--- src/rtl/uart_gen2.sv ---
// uart_gen2: UART with TX/RX FIFOs, optional parity,
// sticky error flags and a registered interrupt.
module uart_gen2 #(
  parameter int DATA_WIDTH  = 8,
  parameter int BAUD_DIV    = 16,
  parameter int PARITY      = 0,
  parameter int STOP_BITS   = 1,
  parameter int FADDR_WIDTH = 4,
  parameter int THRESHOLD   = 3
) (
  input  logic                  clk,
  input  logic                  reset,
  input  logic                  enable,
  output logic                  TX,
  input  logic                  RX,
  input  logic [DATA_WIDTH-1:0] tx_data,
  input  logic                  tx_valid,
  output logic                  tx_ready,
  output logic [DATA_WIDTH-1:0] rx_data,
  output logic                  rx_valid,
  input  logic                  rx_ready,
  output logic [FADDR_WIDTH:0]  tx_count,
  output logic [FADDR_WIDTH:0]  rx_count,
  output logic                  parity_err,
  output logic                  frame_err,
  output logic                  overrun,
  input  logic                  clr_err,
  output logic                  intr
);

  localparam int DEPTH = 2 ** FADDR_WIDTH;
  localparam int CW = $clog2(STOP_BITS * BAUD_DIV + 1);
  localparam int BW = $clog2(DATA_WIDTH);
  localparam logic [CW-1:0] C_BIT  = CW'(BAUD_DIV - 1);
  localparam logic [CW-1:0] C_HALF = CW'(BAUD_DIV / 2 - 1);
  localparam logic [CW-1:0] C_STOP = CW'(STOP_BITS * BAUD_DIV - 1);
  localparam logic [BW-1:0] B_LAST = BW'(DATA_WIDTH - 1);
  localparam logic [FADDR_WIDTH:0] N_FULL = (FADDR_WIDTH + 1)'(DEPTH);
  localparam logic [FADDR_WIDTH:0] N_THR = (FADDR_WIDTH + 1)'(THRESHOLD);

  typedef enum logic [2:0] {
    S_IDLE,
    S_START,
    S_DATA,
    S_PAR,
    S_STOP
  } state_t;

  // parity bit that completes the word to the configured sense
  function automatic logic par_bit(input logic [DATA_WIDTH-1:0] d);
    return (PARITY == 1) ? ~(^d) : ^d;
  endfunction

  // ---------------- TX FIFO ----------------
  logic [DATA_WIDTH-1:0]  r_txf_mem [DEPTH];
  logic [FADDR_WIDTH-1:0] r_txf_wp;
  logic [FADDR_WIDTH-1:0] r_txf_rp;
  logic [FADDR_WIDTH:0]   r_txf_cnt;
  logic                   w_txf_push;
  logic                   w_txf_pop;
  logic                   w_txf_empty;
  logic [DATA_WIDTH-1:0]  w_txf_head;

  assign tx_ready    = (r_txf_cnt != N_FULL);
  assign w_txf_push  = tx_valid & tx_ready;
  assign w_txf_empty = (r_txf_cnt == '0);
  assign w_txf_head  = r_txf_mem[r_txf_rp];
  assign tx_count    = r_txf_cnt;

  // TX FIFO storage write
  always_ff @(posedge clk) begin
    if (w_txf_push) r_txf_mem[r_txf_wp] <= tx_data;
  end

  // TX FIFO pointers and occupancy
  always_ff @(posedge clk) begin
    if (reset) begin
      r_txf_wp  <= '0;
      r_txf_rp  <= '0;
      r_txf_cnt <= '0;
    end else begin
      if (w_txf_push) r_txf_wp <= r_txf_wp + 1'b1;
      if (w_txf_pop)  r_txf_rp <= r_txf_rp + 1'b1;
      case ({w_txf_push, w_txf_pop})
        2'b10:   r_txf_cnt <= r_txf_cnt + 1'b1;
        2'b01:   r_txf_cnt <= r_txf_cnt - 1'b1;
        default: r_txf_cnt <= r_txf_cnt;
      endcase
    end
  end

  // ---------------- TX FSM ----------------
  state_t                r_tx_st;
  state_t                w_tx_st_nxt;
  logic [CW-1:0]         r_tx_cnt;
  logic [CW-1:0]         w_tx_cnt_nxt;
  logic [BW-1:0]         r_tx_bit;
  logic [BW-1:0]         w_tx_bit_nxt;
  logic [DATA_WIDTH-1:0] r_tx_sh;
  logic [DATA_WIDTH-1:0] w_tx_sh_nxt;
  logic                  r_tx_par;
  logic                  w_tx_par_nxt;
  logic                  r_tx;
  logic                  w_tx_nxt;
  logic                  w_tx_go;

  assign TX      = r_tx;
  assign w_tx_go = enable & ~w_txf_empty;

  // TX state, bit timer and registered line
  always_ff @(posedge clk) begin
    if (reset) begin
      r_tx_st  <= S_IDLE;
      r_tx_cnt <= '0;
      r_tx_bit <= '0;
      r_tx_sh  <= '0;
      r_tx_par <= 1'b0;
      r_tx     <= 1'b1;
    end else begin
      r_tx_st  <= w_tx_st_nxt;
      r_tx_cnt <= w_tx_cnt_nxt;
      r_tx_bit <= w_tx_bit_nxt;
      r_tx_sh  <= w_tx_sh_nxt;
      r_tx_par <= w_tx_par_nxt;
      r_tx     <= w_tx_nxt;
    end
  end

  // TX next state; a new frame may start straight out of STOP
  always_comb begin
    w_tx_st_nxt  = r_tx_st;
    w_tx_cnt_nxt = r_tx_cnt + 1'b1;
    w_tx_bit_nxt = r_tx_bit;
    w_tx_sh_nxt  = r_tx_sh;
    w_tx_par_nxt = r_tx_par;
    w_tx_nxt     = r_tx;
    w_txf_pop    = 1'b0;
    unique case (r_tx_st)
      S_IDLE: begin
        w_tx_cnt_nxt = '0;
        w_tx_nxt     = 1'b1;
        if (w_tx_go) begin
          w_txf_pop    = 1'b1;
          w_tx_sh_nxt  = w_txf_head;
          w_tx_par_nxt = par_bit(w_txf_head);
          w_tx_st_nxt  = S_START;
          w_tx_nxt     = 1'b0;
        end
      end
      S_START: begin
        if (r_tx_cnt == C_BIT) begin
          w_tx_cnt_nxt = '0;
          w_tx_bit_nxt = '0;
          w_tx_st_nxt  = S_DATA;
          w_tx_nxt     = r_tx_sh[0];
        end
      end
      S_DATA: begin
        if (r_tx_cnt == C_BIT) begin
          w_tx_cnt_nxt = '0;
          if (r_tx_bit == B_LAST) begin
            if (PARITY != 0) begin
              w_tx_st_nxt = S_PAR;
              w_tx_nxt    = r_tx_par;
            end else begin
              w_tx_st_nxt = S_STOP;
              w_tx_nxt    = 1'b1;
            end
          end else begin
            w_tx_bit_nxt = r_tx_bit + 1'b1;
            w_tx_sh_nxt  = r_tx_sh >> 1;
            w_tx_nxt     = r_tx_sh[1];
          end
        end
      end
      S_PAR: begin
        if (r_tx_cnt == C_BIT) begin
          w_tx_cnt_nxt = '0;
          w_tx_st_nxt  = S_STOP;
          w_tx_nxt     = 1'b1;
        end
      end
      S_STOP: begin
        if (r_tx_cnt == C_STOP) begin
          w_tx_cnt_nxt = '0;
          if (w_tx_go) begin
            w_txf_pop    = 1'b1;
            w_tx_sh_nxt  = w_txf_head;
            w_tx_par_nxt = par_bit(w_txf_head);
            w_tx_st_nxt  = S_START;
            w_tx_nxt     = 1'b0;
          end else begin
            w_tx_st_nxt = S_IDLE;
            w_tx_nxt    = 1'b1;
          end
        end
      end
      default: begin
        w_tx_st_nxt = S_IDLE;
        w_tx_nxt    = 1'b1;
      end
    endcase
  end

  // ---------------- RX sync ----------------
  logic r_rx_s1;
  logic r_rx_s2;
  logic w_rx_s;

  assign w_rx_s = r_rx_s2;

  // two-flop synchronizer for the asynchronous RX pin
  always_ff @(posedge clk) begin
    if (reset) begin
      r_rx_s1 <= 1'b1;
      r_rx_s2 <= 1'b1;
    end else begin
      r_rx_s1 <= RX;
      r_rx_s2 <= r_rx_s1;
    end
  end

  // ---------------- RX FIFO ----------------
  logic [DATA_WIDTH-1:0]  r_rxf_mem [DEPTH];
  logic [FADDR_WIDTH-1:0] r_rxf_wp;
  logic [FADDR_WIDTH-1:0] r_rxf_rp;
  logic [FADDR_WIDTH:0]   r_rxf_cnt;
  logic                   w_rxf_push;
  logic                   w_rxf_pop;
  logic                   w_rxf_full;

  assign w_rxf_full = (r_rxf_cnt == N_FULL);
  assign rx_valid   = (r_rxf_cnt != '0);
  assign w_rxf_pop  = rx_valid & rx_ready;
  assign rx_data    = rx_valid ? r_rxf_mem[r_rxf_rp] : '0;
  assign rx_count   = r_rxf_cnt;

  // ---------------- RX FSM ----------------
  state_t                r_rx_st;
  state_t                w_rx_st_nxt;
  logic [CW-1:0]         r_rx_cnt;
  logic [CW-1:0]         w_rx_cnt_nxt;
  logic [BW-1:0]         r_rx_bit;
  logic [BW-1:0]         w_rx_bit_nxt;
  logic [DATA_WIDTH-1:0] r_rx_sh;
  logic [DATA_WIDTH-1:0] w_rx_sh_nxt;
  logic                  r_rx_par;
  logic                  w_rx_par_nxt;
  logic                  w_rx_done;
  logic                  w_perr_set;
  logic                  w_ferr_set;
  logic                  w_ovr_set;

  assign w_perr_set = w_rx_done & (PARITY != 0) &
                      (r_rx_par != par_bit(r_rx_sh));
  assign w_ferr_set = w_rx_done & ~w_rx_s;
  assign w_ovr_set  = w_rx_done & w_rxf_full;
  assign w_rxf_push = w_rx_done & ~w_rxf_full;

  // RX FIFO storage write
  always_ff @(posedge clk) begin
    if (w_rxf_push) r_rxf_mem[r_rxf_wp] <= r_rx_sh;
  end

  // RX FIFO pointers and occupancy
  always_ff @(posedge clk) begin
    if (reset) begin
      r_rxf_wp  <= '0;
      r_rxf_rp  <= '0;
      r_rxf_cnt <= '0;
    end else begin
      if (w_rxf_push) r_rxf_wp <= r_rxf_wp + 1'b1;
      if (w_rxf_pop)  r_rxf_rp <= r_rxf_rp + 1'b1;
      case ({w_rxf_push, w_rxf_pop})
        2'b10:   r_rxf_cnt <= r_rxf_cnt + 1'b1;
        2'b01:   r_rxf_cnt <= r_rxf_cnt - 1'b1;
        default: r_rxf_cnt <= r_rxf_cnt;
      endcase
    end
  end

  // RX state, sample timer and shift register
  always_ff @(posedge clk) begin
    if (reset) begin
      r_rx_st  <= S_IDLE;
      r_rx_cnt <= '0;
      r_rx_bit <= '0;
      r_rx_sh  <= '0;
      r_rx_par <= 1'b0;
    end else begin
      r_rx_st  <= w_rx_st_nxt;
      r_rx_cnt <= w_rx_cnt_nxt;
      r_rx_bit <= w_rx_bit_nxt;
      r_rx_sh  <= w_rx_sh_nxt;
      r_rx_par <= w_rx_par_nxt;
    end
  end

  // RX next state; samples at mid-bit, first stop bit only
  always_comb begin
    w_rx_st_nxt  = r_rx_st;
    w_rx_cnt_nxt = r_rx_cnt + 1'b1;
    w_rx_bit_nxt = r_rx_bit;
    w_rx_sh_nxt  = r_rx_sh;
    w_rx_par_nxt = r_rx_par;
    w_rx_done    = 1'b0;
    unique case (r_rx_st)
      S_IDLE: begin
        w_rx_cnt_nxt = '0;
        if (enable & ~w_rx_s) w_rx_st_nxt = S_START;
      end
      S_START: begin
        if (r_rx_cnt == C_HALF) begin
          w_rx_cnt_nxt = '0;
          w_rx_bit_nxt = '0;
          w_rx_st_nxt  = w_rx_s ? S_IDLE : S_DATA;
        end
      end
      S_DATA: begin
        if (r_rx_cnt == C_BIT) begin
          w_rx_cnt_nxt = '0;
          w_rx_sh_nxt  = {w_rx_s, r_rx_sh[DATA_WIDTH-1:1]};
          if (r_rx_bit == B_LAST) begin
            w_rx_st_nxt = (PARITY != 0) ? S_PAR : S_STOP;
          end else begin
            w_rx_bit_nxt = r_rx_bit + 1'b1;
          end
        end
      end
      S_PAR: begin
        if (r_rx_cnt == C_BIT) begin
          w_rx_cnt_nxt = '0;
          w_rx_par_nxt = w_rx_s;
          w_rx_st_nxt  = S_STOP;
        end
      end
      S_STOP: begin
        if (r_rx_cnt == C_BIT) begin
          w_rx_cnt_nxt = '0;
          w_rx_done    = 1'b1;
          w_rx_st_nxt  = S_IDLE;
        end
      end
      default: w_rx_st_nxt = S_IDLE;
    endcase
  end

  // ---------------- flags / intr ----------------
  logic r_perr;
  logic r_ferr;
  logic r_ovr;
  logic r_intr;

  assign parity_err = r_perr;
  assign frame_err  = r_ferr;
  assign overrun    = r_ovr;
  assign intr       = r_intr;

  // sticky flags; a new error beats a same-cycle clear
  always_ff @(posedge clk) begin
    if (reset) begin
      r_perr <= 1'b0;
      r_ferr <= 1'b0;
      r_ovr  <= 1'b0;
    end else begin
      r_perr <= w_perr_set | (r_perr & ~clr_err);
      r_ferr <= w_ferr_set | (r_ferr & ~clr_err);
      r_ovr  <= w_ovr_set  | (r_ovr  & ~clr_err);
    end
  end

  // interrupt registered from fill level and flags
  always_ff @(posedge clk) begin
    if (reset) begin
      r_intr <= 1'b0;
    end else begin
      r_intr <= (r_rxf_cnt >= N_THR) | r_perr | r_ferr | r_ovr;
    end
  end

endmodule

--- config.mk ---
export PLATFORM = sky130hd
export DESIGN_NAME = uart_gen2
export DESIGN_NICKNAME = d
export VERILOG_FILES = /design/src/rtl/uart_gen2.sv
export SDC_FILE = /design/constraint.sdc
export NUM_CORES = 1
export LEC_CHECK = 0
export CORE_MARGIN = 1
export CORE_UTILIZATION = 64
export CTS_CLUSTER_DIAMETER = 200
export DETAILED_ROUTE_END_ITERATION = 8
export DONT_BUFFER_PORTS = 1
export PLACE_DENSITY = 0.92
export SYNTH_ARGS = -nofsm -noshare
export SYNTH_HDL_FRONTEND = slang
export SYNTH_SLANG_ARGS = --single-unit
--- constraint.sdc ---
create_clock -name clk -period 8.9 [get_ports clk]
set_clock_uncertainty 0.15 [all_clocks]
set_input_delay 1.335 -clock clk [delete_from_list [all_inputs] [get_ports clk]]
set_output_delay 1.335 -clock clk [all_outputs]
set_load 0.01 [all_outputs]
==> impl_metrics.yaml <==
setup_path:
  crit_arrival_ns: 3.01
  slowest_stage: "dfxtp_2"
  crit_buf_inv: 0
  crit_path_start_kind: "flip-flop"
  path_class: "flip-flop to primary output"
  rrSetupSlack_ns: 5.09
  rr_endpoint: "rx_count[4]"
  path_cells: "mux4_2 > mux4_2 > and2_1"
  reg2reg_from: "r_rx_cnt[0]"
  crit_path_frequent_cell: "mux4_2"
  cpPeakStageDelay_ns: 1.09
  cp_top_family: "multiplexers"
  cp_max_fo: 32
  cp-end-kind: "primary output"
  reg2reg_depth: 14
  cp_num_cells: 3
  cp.required_ns: 7.41
floorplan:
  initial_core_util_pct: 65.1
  num_io_pins: 40
  coreArea_um2: 21000
  die_w_um: 148
  die_h_um: 148
  design.die.area_um2: 21900
  rows: 53
cells_and_area:
  antenna_cells: 0
  final_nets: 902
  area_growth_pct: 9.74
  final_cells: 1159
  layout-drive-gt1-share_pct: 16.7
  utilization_pct: 71.4
drt:
  drc: 0
  drt_iter0_drc: 643
  wl_um: 28500
  dr_total_vias: 7563
  firstDrtPassIters: 5
  drtAntennaViolNets: 0
  wl_per_cell_um: 24.6
  routed_via_density: 6.53
clock_tree:
  cts_buffers: 34
  ctsResizeCount: 0
  h-tree-depth: 2
  clock_tree.buffer_depth: 3
  clock-sinks: 335
  worstSkewPairLatency_ns: 0.52
  cts.hold.buffers_added: 0
  clkTransAtPathRegs_ns: 0.06
  post_cts_buffers: 0
  cts_root_buffer: "clkbuf_16"
  cts_tree: "done"
logic_synthesis:
  ys_async_sr_fraction_pct: 0
  yosysTopAreaCell: "edfxtp_1"
  synth.avg_cell_area_um2: 15.8
  yosys.area.top_type_share_pct: 56.4
  synthFlopType: "edfxtp_1"
  synthTopCellsByArea: "edfxtp_1 (56%), mux4_2 (12%), dfxtp_1 (12%), ha_1 (2.4%), nor2_1 (2.3%)"
  syn_nets: 905
  synth_seq_cells: 335
  synth_cells: 863
  synth.distinct_cells: 62
  ys.warnings.count: 0
  ys_seq_area_share_pct: 68.0
  syn_area_um2: 13600
  synth_edf_count: 256
worst_hold_path:
  hold_end: "r_rx_s2"
  hold_path_class: "flip-flop to flip-flop"
  hold_depth: 1
  hp-start: "r_rx_s1"
placement:
  place_inst: 1099
  dp_hpwl_um: 17000
  gp_congestion: 0.858
  preCtsSetupSlack_ns: 4.90
  numPortBuffers: 0
global_route:
  gr-total-overflow: 0
  antenna_found_initial: 0
  grt_pass1_wl_um: 43700
  grt_max_degree: 71
  grtUsageTotal_pct: 27.2
  first_global_vias: 7661
pwr:
  power_density_nw_per_um2: 236
  p_leak_nw: 4.87
  vdd_ir_drop_max_v: 0.000271
sta:
  tns_ns: 0
  period_needed_ns: 4.50
  fmax_mhz: 222
  setup_viol: 0
  hold_viol: 0
  rsz0062_at_grt: "false"
  setup_ws_ns: 4.40
  fin_crit_sh_pct: 50.5
  relSlewSlack_pct: 23.2
  slew_viol_final: 0
  tightest_slew_ns: 1.15
run:
  cap_violations: 0
run_status:
  status: "finished, final reports clean"
==> metrics by stage <==
step | area [µm²] | hold slack [ns] | power (mW)
floorplan | 13600 | 0.239 | 2.08
global placement | 13900 | 0.253 | 2.13
detailed placement | 13900 | 0.255 | 2.15
CTS | 15000 | 0.269 | 3.55
global route | 15000 | 0.281 | 3.63
finish | 15000 | 0.262 | 3.54
==> Yosys cell counts, types with 4 or more instances <==
cell      number
a211oi_1       4
a21oi_1       45
a22oi_1        5
a221oi_1       6
inv_1         19
xor2_1        15
a21o_1         4
nand2b_1       7
mux4_2        72
nand3_1        4
o21ai_0       15
nand4_1        5
and2_1        11
ha_1          26
buf_1          7
nor3_1        14
nor3b_1        4
nor4_1         6
xnor2_1        8
mux2i_1       16
dfxtp_1       79
nor2_1        85
or2_2          5
nor2b_1       10
buf_2         10
or3_1          5
clkbuf_1      28
edfxtp_1     256
a22o_1         6
nand2_1       45
==> state kept, by name, indices dropped and copies added (netlist names), 4 cells and up, named ones only <==
name / cells
r_rxf_mem: 128
r_tx_cnt: 5
r_rx_cnt: 5
r_txf_wp: 4
r_txf_rp: 4
r_rxf_wp: 4
rx_count: 5
tx_count: 5
r_txf_mem: 128
r_rx_sh: 8
r_rxf_rp: 4
r_tx_sh: 8
==> cells by family after synthesis <==
group,Yosys count,synth area share [%]
flip-flops,335,68.0
AO/OA/AOI/OAI,107,5.21
buffers and inverters,66,1.99
adder cells (fa/ha/maj),27,2.53
multiplexers,90,13.2
XOR/XNOR,23,1.48
AND/OR/NAND/NOR,215,7.59
==> routing by layer <==
| layer | share of wire [%] | global-route usage, % | wire, µm |
|---|---|---|---|
| met2 | 55 | 49.7 | 15600 |
| met4 | 2.7 | 9.43 | 761 |
| met5 | 0 | 0 | 0 |
| met1 | 36 | 32.0 | 10300 |
| met3 | 6.6 | 5.03 | 1880 |
==> area by class of cell <==
class                      instances  area [µm²]
clock inverter                    14         121
clock buffer                      46         980
tap                              275         344
multi-input combinational        462        4120
timing repair buffer               8        60.1
inverter                          19        71.3
fill                            1286        5990
sequential                       335        9270
==> layout by cell type, fill, tap and decap left out, types with 6 or more instances in the layout <==
| cell | count |
|---|---|
| a21oi_1 | 45 |
| a221oi_1 | 6 |
| a22o_1 | 6 |
| and2_1 | 11 |
| buf_4 | 8 |
| clkbuf_1 | 7 |
| clkbuf_16 | 37 |
| clkinv_1 | 6 |
| dfxtp_1 | 77 |
| edfxtp_1 | 256 |
| ha_1 | 26 |
| inv_1 | 19 |
| mux2i_1 | 16 |
| mux4_2 | 72 |
| nand2_1 | 45 |
| nand2b_1 | 7 |
| nor2_1 | 85 |
| nor2b_1 | 10 |
| nor3_1 | 10 |
| nor4_1 | 6 |
| o21ai_0 | 15 |
| xnor2_1 | 8 |
| xor2_1 | 15 |
==> how the worst max path moves through the flow <==
stage	start	end	slack [ns]
finish	flip-flop	rx_data[4]	4.40
global route	flip-flop	rx_data[4]	4.22
CTS	flip-flop	rx_data[4]	4.34
detailed placement	flip-flop	rx_data[4]	4.90
global placement	flip-flop	rx_data[3]	5.05
floorplan	tx_valid	tx_count[3]	5.30
==> worst reg2reg max path, cell delays in order (launching register included) <==
cell       delay, ns
dfxtp_1         0.35
ha_1            0.21
nand3_1         0.12
inv_1           0.07
ha_1            0.31
nand4bb_1       0.16
a21oi_1         0.59
inv_1           0.12
ha_1            0.32
fa_1            0.42
a21o_1          0.18
a21oi_1         0.19
xor2_1          0.10
or3_1           0.31
a21oi_1         0.14
==> power by group <==
part | leakage [nW] | total, mW | internal [mW] | switching, mW
logic | 1.35 | 0.341 | 0.159 | 0.182
registers | 2.98 | 1.79 | 1.72 | 0.0674
clock network | 0.533 | 1.40 | 0.831 | 0.574
No activity file was read; power rests on OpenSTA's default activity.
